<file path="config.mk">
export PLATFORM = sky130hd
export DESIGN_NAME = dmem_responder
export DESIGN_NICKNAME = d
export VERILOG_FILES = /design/src/rtl/dmem_responder.sv
export SDC_FILE = /design/constraint.sdc
export NUM_CORES = 2
export LEC_CHECK = 0
export BUFFER_PORTS_ARGS = -buffer_cell sky130_fd_sc_hd__buf_2
export CORE_MARGIN = 2
export CORE_UTILIZATION = 60
export CTS_CLUSTER_SIZE = 24
export DETAILED_ROUTE_END_ITERATION = 6
export HOLD_SLACK_MARGIN = 0.06
export PLACE_DENSITY_LB_ADDON = 0.12
export RECOVER_POWER = 100
export SYNTH_ARGS = -nofsm -noshare
export SYNTH_HDL_FRONTEND = slang
export SYNTH_SLANG_ARGS = --single-unit
</file>
<file path="constraint.sdc">
create_clock -name clk -period 7.81 [get_ports clk]
set_input_delay 1.562 -clock clk [delete_from_list [all_inputs] [get_ports clk]]
set_output_delay 1.562 -clock clk [all_outputs]
set_load 0.02 [all_outputs]
</file>
<file path="src/rtl/dmem_responder.sv">
// -----------------------------------------------------------------------------
// dmem_responder
//
// Data-memory responder for the RV32I load/store port. Accepts one
// word-granular request at a time, waits a fixed LATENCY, then commits a
// byte-enabled store or captures load data and holds a response until the
// initiator takes it.
//
// Handshake semantics (both channels): a transfer happens on a rising clk edge
// where valid and ready are both 1. The request channel is ready only in IDLE.
// The response channel holds rsp_valid and its payload stable until the edge
// where rsp_ready is 1. Exactly one request is outstanding at any time.
//
// Parameters
//   DEPTH_WORDS : number of 32-bit words (legal word index 0..DEPTH_WORDS-1)
//   LATENCY     : cycles from request accept to rsp_valid, 1..15
//
// Ports
//   clk        in   rising-edge clock
//   rst_n      in   asynchronous active-low reset (array contents persist)
//   req_valid  in   request present
//   req_ready  out  request can be accepted this cycle (registered)
//   req_write  in   1 = store, 0 = load
//   req_addr   in   byte address (must be word aligned and in range)
//   req_wdata  in   store data
//   req_wstrb  in   store byte enables, bit i -> lane [8i+7:8i]
//   rsp_valid  out  response present (registered)
//   rsp_ready  in   initiator accepts response
//   rsp_rdata  out  load data; 0 for stores, errors and outside RESP
//   rsp_err    out  misaligned or out-of-range request
//   dbg_state  out  FSM state: 0 = IDLE, 1 = WAIT, 2 = RESP
// -----------------------------------------------------------------------------
module dmem_responder #(
  parameter int DEPTH_WORDS = 64,
  parameter int LATENCY     = 2
) (
  input  logic        clk,
  input  logic        rst_n,
  input  logic        req_valid,
  output logic        req_ready,
  input  logic        req_write,
  input  logic [31:0] req_addr,
  input  logic [31:0] req_wdata,
  input  logic [3:0]  req_wstrb,
  output logic        rsp_valid,
  input  logic        rsp_ready,
  output logic [31:0] rsp_rdata,
  output logic        rsp_err,
  output logic [1:0]  dbg_state
);

  localparam int          AW       = (DEPTH_WORDS > 1) ? $clog2(DEPTH_WORDS) : 1;
  localparam logic [31:0] DEPTH_W  = 32'(DEPTH_WORDS);
  localparam logic [3:0]  LAT_LOAD = 4'(LATENCY - 1);

  typedef enum logic [1:0] {
    S_IDLE = 2'd0,
    S_WAIT = 2'd1,
    S_RESP = 2'd2
  } state_t;

  state_t      state;
  logic [3:0]  cnt;

  // Request captured at accept.
  logic        lat_write;
  logic [31:0] lat_addr;
  logic [31:0] lat_wdata;
  logic [3:0]  lat_wstrb;

  logic [31:0] mem [DEPTH_WORDS];

  // Commit-side view of the request. With LATENCY=1 the commit happens on the
  // accept edge itself, so the live request inputs are used in IDLE.
  logic          c_write;
  logic [31:0]   c_addr;
  logic [31:0]   c_wdata;
  logic [3:0]    c_wstrb;
  logic          c_err;
  logic [AW-1:0] c_idx;
  logic          commit;

  always_comb begin
    c_write = lat_write;
    c_addr  = lat_addr;
    c_wdata = lat_wdata;
    c_wstrb = lat_wstrb;
    if (state == S_IDLE) begin
      c_write = req_write;
      c_addr  = req_addr;
      c_wdata = req_wdata;
      c_wstrb = req_wstrb;
    end
    // Full 30-bit word index against the depth: a high address must never
    // alias onto a low word.
    c_err = (c_addr[1:0] != 2'b00) || ({2'b00, c_addr[31:2]} >= DEPTH_W);
    c_idx = c_addr[AW+1:2];

    commit = 1'b0;
    if ((state == S_IDLE) && req_valid && (LATENCY == 1)) begin
      commit = 1'b1;
    end
    // The counter is loaded with LATENCY-1 at accept; the commit is the edge
    // that takes it from 1 to 0, which places rsp_valid LATENCY cycles after
    // the accept edge.
    if ((state == S_WAIT) && (cnt == 4'd1)) begin
      commit = 1'b1;
    end
  end

  // Array write port. Reset forces the FSM to IDLE asynchronously, so a store
  // still in WAIT can never reach this port once rst_n drops.
  always_ff @(posedge clk) begin
    if (commit && c_write && !c_err) begin
      for (int b = 0; b < 4; b++) begin
        if (c_wstrb[b]) begin
          mem[c_idx][8*b +: 8] <= c_wdata[8*b +: 8];
        end
      end
    end
  end

  always_ff @(posedge clk or negedge rst_n) begin
    if (!rst_n) begin
      state     <= S_IDLE;
      cnt       <= 4'd0;
      req_ready <= 1'b1;
      rsp_valid <= 1'b0;
      rsp_rdata <= 32'd0;
      rsp_err   <= 1'b0;
      lat_write <= 1'b0;
      lat_addr  <= 32'd0;
      lat_wdata <= 32'd0;
      lat_wstrb <= 4'd0;
    end else begin
      unique case (state)
        S_IDLE: begin
          if (req_valid) begin
            lat_write <= req_write;
            lat_addr  <= req_addr;
            lat_wdata <= req_wdata;
            lat_wstrb <= req_wstrb;
            cnt       <= LAT_LOAD;
            req_ready <= 1'b0;
            if (commit) begin
              state     <= S_RESP;
              rsp_valid <= 1'b1;
              rsp_err   <= c_err;
              rsp_rdata <= (c_err || c_write) ? 32'd0 : mem[c_idx];
            end else begin
              state <= S_WAIT;
            end
          end
        end
        S_WAIT: begin
          cnt <= cnt - 4'd1;
          if (commit) begin
            state     <= S_RESP;
            rsp_valid <= 1'b1;
            rsp_err   <= c_err;
            rsp_rdata <= (c_err || c_write) ? 32'd0 : mem[c_idx];
          end
        end
        S_RESP: begin
          if (rsp_ready) begin
            state     <= S_IDLE;
            req_ready <= 1'b1;
            rsp_valid <= 1'b0;
            rsp_err   <= 1'b0;
            rsp_rdata <= 32'd0;
          end
        end
        default: begin
          state     <= S_IDLE;
          req_ready <= 1'b1;
          rsp_valid <= 1'b0;
          rsp_err   <= 1'b0;
          rsp_rdata <= 32'd0;
        end
      endcase
    end
  end

  assign dbg_state = state;

endmodule

</file>
* Word-level counts from Yosys, hierarchy flattened
Memories as Yosys holds them, arrays and structs flattened.
Index checks and enable logic that the tools add are counted.
** Word-level totals
- Register bits :: 110
- Memory bits (writable) :: 2048
- Input bits :: 73
- Memories :: 1
** Memory list
- mem :: depth 64, bits a word 32, read ports 1, clocked after memory_dff 0, wr ports 1, RTL line 71 : logic [31:0] mem [DEPTH_WORDS];
** Cells by class
- $add $sub $neg :: 1
- Order comparisons :: 1
- Equality and inequality tests :: 6
- Muxes and demuxes :: 39
- Bitwise logic cells :: 1
- Reductions and logical operators :: 14
** Operators by type and width (count)
- 32-bit 2-to-1 mux :: 6
- 32-bit case mux with 3 select lines :: 1
- 30-bit by 7-bit >= comparator with 1-bit output, second input constant :: 1
- 1-bit 2-to-1 mux :: 21
- 1-bit case mux with 3 select lines :: 3
- 2-bit 2-to-1 mux :: 4
- 4-bit 2-to-1 mux :: 2
- 4-bit case mux with 2 select lines :: 1
- 2-bit inequality test, second input constant :: 3
- 2-bit case mux with 3 select lines :: 1
- 2-bit AND reduction :: 3
- 3-bit AND reduction :: 2
- 4-bit by 1-bit equality test with 1-bit output, second input constant :: 1
- 2-bit nonzero test :: 2
- 4-bit by 1-bit subtractor with 4-bit output, second input constant :: 1
- 1-bit logical AND :: 3
- 2-bit by 1-bit equality test with 1-bit output, second input constant :: 1
- 2-bit equality test, second input constant :: 1
- 2-bit zero test :: 1
- 1-bit logical OR :: 2
- 1-bit zero test :: 1
- 1-bit inverter :: 1

* Longest topological paths before layout
- Depth in word-level cells :: 9
- Mapped depth :: 13
- Mapped depth without buffers :: 8

* Worst setup path before layout
OpenSTA, ideal clock, no wires.
- Path kind :: input to register
- From :: in req_addr[14]
- To :: mem mem[39][24], enable pin
- Setup time :: 383 ps
- Data arrival time :: 3758 ps
- Required time :: 7427 ps
- Path slack :: 3669 ps
- Stages on the path :: 9
- Buffers on the path :: 2
- Path through :: nor4_1 nand4_1 nor2_1 nor2_1 or3b_2 a21o_1 buf_2 buf_1 nor3_1
** Between the ends
- Cells in the longest elaborated chain, start to end :: 7
** RTL lines
- from (decl) :: RTL line 42 : input logic [31:0] req_addr,
- 32-bit 2-to-1 mux :: RTL line 88 : if (state == S_IDLE) begin
- 30-bit by 7-bit >= comparator with 1-bit output :: RTL line 96 : c_err = (c_addr[1:0] != 2'b00) || ({2'b00, c_addr[31:2]} >= DEPTH_W);
- 1-bit logical OR :: RTL line 96
- 1-bit zero test :: RTL line 114 : if (commit && c_write && !c_err) begin
- 1-bit logical AND :: RTL line 114
- 1-bit 2-to-1 mux :: RTL line 114
- 1-bit 2-to-1 mux (not written as such) :: RTL line 117 : mem[c_idx][8*b +: 8] <= c_wdata[8*b +: 8];
- to (decl) :: RTL line 71
Every way passes these cells.

* Worst setup path after layout
- From :: reg state[0], in the netlist dbg_state[0]
- To :: reg rsp_rdata[6]
** Between the ends
- Cells in the longest elaborated chain, start to end :: 9
- Elaborated cells on any way between the ends :: 19
** RTL lines
- from (decl) :: RTL line 62 : state_t state;
- from (signal assigned) :: RTL line 125 : state <= S_IDLE;
- from (signal assigned) :: RTL line 146 : state <= S_RESP;
- from (signal assigned) :: RTL line 151 : state <= S_WAIT;
- 2-bit zero test :: RTL line 88, 136
- 32-bit 2-to-1 mux :: RTL line 88
- 30-bit by 7-bit >= comparator with 1-bit output or 2-bit nonzero test (tied branches) :: RTL line 96
- 1-bit logical OR :: RTL line 96
- 1-bit logical OR :: RTL line 149, 161
- 32-bit 2-to-1 mux :: RTL line 149, 161
- 32-bit 2-to-1 mux :: RTL line 145, 157
- 32-bit 2-to-1 mux :: RTL line 138 : if (req_valid) begin
- 32-bit case mux with 3 select lines :: RTL line 136 : unique case (state)
- to (signal assigned) :: RTL line 149 : rsp_rdata <= (c_err || c_write) ? 32'd0 : mem[c_idx];
- to (signal assigned) :: RTL line 161 : rsp_rdata <= (c_err || c_write) ? 32'd0 : mem[c_idx];
- to (decl) :: RTL line 47 : output logic [31:0] rsp_rdata,
Several ways; a longest one is shown, not always the timed one. The select of a mux whose other input is x is not followed.
A chain may end at the register's enable or synchronous reset.

==> summary.txt <==
Status
  – Status: complete, but fails checks
  – Violated checks: DRC, capacitance limit, slew limit

Layout
  – Fin nets: 5807
  – Most frequent cells in the layout: edfxtp_1, nand2_1, o22ai_1
  – Filler instances: ~9500
  – Finished Cell Area: just over 90000 µm²
  – Area Overhead vs Synth: 10.7%
  – Layout cells sized above 1: under 10%
  – Commonest non-fill, non-tap cell in the layout: edfxtp_1

Worst setup path
  – CP top delay family: buffers and inverters
  – Worst Setup End Kind: register
  – Slowest cell delay on critical path: roughly 1.3 ns
  – Required @ worst endpoint: 8.55 ns
  – CP max FO: 25
  – Most frequent CP cell: clkbuf_1
  – Setup crit start kind: register
  – Worst Path Buf+Inv: 2
  – Crit path arrival time: between 7 and 8 ns
  – Crit Path Category: register to register
  – CP max stage cell: clkbuf_1
  – Crit path cell chain: clkbuf_1 -> or2_2 -> o21ai_0 -> nand2_1 -> clkbuf_1 -> a21oi_1 -> or4_1 -> o31ai_1

Place
  – DP Worst Slack: roughly 2.4 ns
  – DPL Wire Length: 148000 µm
  – Final GP Congestion: around 0.9
  – Port bufs: between 100 and 150
  – Area after DPL: 85300 µm²

Timing
  – RSZ-0062 raised after global routing: false
  – Slew margin rel.: -173%
  – Worst-Margin Slew: between 4 and 5 ns
  – FMAX: between 150 and 200 MHz
  – Final Max Tran Viols: ~1700
  – Worst Skew: 0.0283 ns
  – Final Cycle Share: between 80% and 90%
  – Finish-stage setup viols: 0
  – Final setup margin: between 1 and 1.5 ns
  – Final min period: 6.59 ns
  – Setup tns final: 0 ns
  – Final hold vios: 0

Pwr
  – VDD IR-drop max: between 0.4 and 0.5 mV
  – Pleak: around 30 nW
  – Pwr per Cell Area: around 410 nW/µm²
  – Flop pwr share: between 40% and 50%
  – Switching Share: between 30% and 40%
  – Internal Power: 23.6 mW
  – Power, Total: ~38 mW
  – Gate power share: about 33%
  – Clock power frac: about a quarter
  – NetSw: approximately 14 mW

Clocking
  – Clk Latency, worst-skew pair: ~0.85 ns
  – CTS buffer count: between 200 and 250
  – # hold bufs at CTS: 0
  – H-tree depth: 4
  – Sink Count: ~2200
  – Reg clk slew, reported paths: 0.06 ns
  – Longest Clk Path Bufs: 3
  – CTS tree: done
  – Clock root cell: clkbuf_16
  – Number of gates resized after cts: 0
  – Post-CTS Setup Repair Bufs: 0

Floorplanning
  – Initial core utilization: 60.4%
  – DIE AREA: 141000 µm²
  – Row cnt: about 140
  – Core box area: roughly 140000 µm²
  – Die H: 376 µm
  – Die width: ~380 µm
  – Ports: between 100 and 150

Global routing
  – Vias in the first global route: ~52000
  – Gr usage total: a little under two fifths
  – GRT Residual Overflow: 0
  – Largest net degree at the start of global routing: between 100 and 150
  – First-pass GRT wire length: approximately 370000 µm
  – Antenna violations before repair: 19

Logic synthesis
  – Synthesis Warnings: 0
  – Synth unique cells: 75
  – Share of flip-flops with an asynchronous set or reset: just over 5%
  – Post-synthesis sequential area ratio: between 70% and 80%
  – Synthesized cell area: 83000 µm²
  – Post-synth EDFFs: approximately 2000
  – Syn_nets: approximately 5800
  – Leading area contributor after synthesis: edfxtp_1
  – Largest cells by area after synthesis: edfxtp_1, nand2_1, dfrtp_1
  – Main synth FF type: edfxtp_1
  – Post-Synthesis Cells: ~5700
  – Seq cells post-synth: approximately 2200
  – Synth top area share: about 74%
  – Avg Cell Area, Syn: around 15 µm²

Detailed routing
  – Remaining DRCs: 16
  – Vias per cell: ~7
  – DRT Pass-1 Iters: 7
  – Wire per inst: between 30 and 40 µm
  – Via count: between 50000 and 60000
  – Routed Antenna Nets: 0
  – Iteration-0 DRC Markers: about 9000
  – Wirelength, routed: approximately 260000 µm

Run
  – Max-Cap Viols: 28

Min path
  – Worst min-delay path category: register to register
-- synthesized netlist by cell type, drive strengths merged, types with 6 or more instances --
master,count
nand2,947
a22oi,8
mux2,6
nor2,312
o41ai,8
nor3,271
o221ai,32
or4,23
nand3,172
nand3b,6
a32oi,60
mux2i,96
o31ai,27
and3,52
buf,269
and2,14
inv,8
nor4,71
o21ai,35
a22o,8
o21a,6
a211oi,47
o22a,44
nand4,9
a21oi,203
a32o,20
a21o,11
or3,23
a31o,12
dfrtp,109
edfxtp,2048
o22ai,437
clkbuf,131
o211ai,6
a31oi,92
nand2b,8
-- cells by family (layout without fill, tap and decap cells) --
| family | Yosys count | after routing | synth area share (%) |
|---|---|---|---|
| buffers and inverters | 408 | 625 | 2.26 |
| and+or+nand+nor | 1930 | 1930 | 10.2 |
| muxes | 102 | 102 | 1.24 |
| DFF | 2158 | 2158 | 77.4 |
| adders and majority gates | 2 | 2 | 0.0302 |
| AOI/OAI and AO/OA | 1094 | 1094 | 8.87 |
| other | 0 | 14 | 0 |
-- power by group through the flow --
stage,sequential (mW),combinational (mW),clock (mW)
finish,15.6,12.3,10.0
global route,15.6,12.7,10.4
CTS,15.3,12.0,10.0
detailed placement,15.6,12.0,0
global placement,15.6,11.8,0
floorplan,15.6,6.46,0
-- flip-flops by register name, indices dropped and copies added (netlist names), 2 cells and up --
register,count
rsp_rdata,32
lat_addr,32
lat_wstrb,4
lat_wdata,32
cnt,4
mem,2048
dbg_state,2
-- worst register-to-register path, stage by stage, from the launching register on --
cell      delay (ns)
dfrtp_1         0.38
clkbuf_1        1.14
or2_2           1.05
o21ai_0         0.64
nand2_1         0.61
clkbuf_1        1.27
a21oi_1         0.41
or4_1           0.73
o31ai_1         0.27
-- final cells by class --
| class | count | area (µm²) | share of cell area (%) |
|---|---|---|---|
| multi-input combinational | 3128 | 17100 | 18.6 |
| sequential | 2158 | 64300 | 70.0 |
| antenna | 14 | 35.0 | 0.0381 |
| inverter | 8 | 30.0 | 0.0327 |
| clock inverter | 111 | 1030 | 1.12 |
| clock buffer | 279 | 5680 | 6.18 |
| timing repair buffer | 227 | 1490 | 1.62 |
| tap | 1794 | 2240 | 2.44 |
-- through the flow --
| step | util, % | hold slack, ns | std cells |
|---|---|---|---|
| CTS | 67.0 | 0.479 | 7705 |
| finish | 66.9 | 0.476 | 7719 |
| detailed placement | 62.1 | 0.462 | 7315 |
| global route | 66.9 | 0.497 | 7706 |
| floorplan | - | 0.445 | 5694 |
| global placement | 62.1 | 0.456 | 7315 |
-- per-layer routing --
metal	GRT usage, %	vias up	wire length [µm]
met3	9.56	787	36700
met2	54.9	4365	118000
met5	0	-	129
li1	-	22200	-
met1	51.9	26800	95100
met4	17.4	10	13000
-- worst paths after layout --
| path | from | endpoint | slack, ns | cells after the start |
|---|---|---|---|---|
| setup reg to reg | dbg_state[0] | rsp_rdata[6] | 1.22 | 8 |
| hold reg to reg | lat_addr[30] | lat_addr[30] | 0.48 | 2 |
| max in group asynchronous | rst_n | rsp_rdata[10] | 3.46 | 2 |
| min in group asynchronous | rst_n | lat_addr[22] | 0.84 | 1 |
| hold / removal | lat_addr[30] | lat_addr[30] | 0.48 | 2 |
| setup / recovery | dbg_state[0] | rsp_rdata[6] | 1.22 | 8 |
No activity file was read; power rests on OpenSTA's default activity.
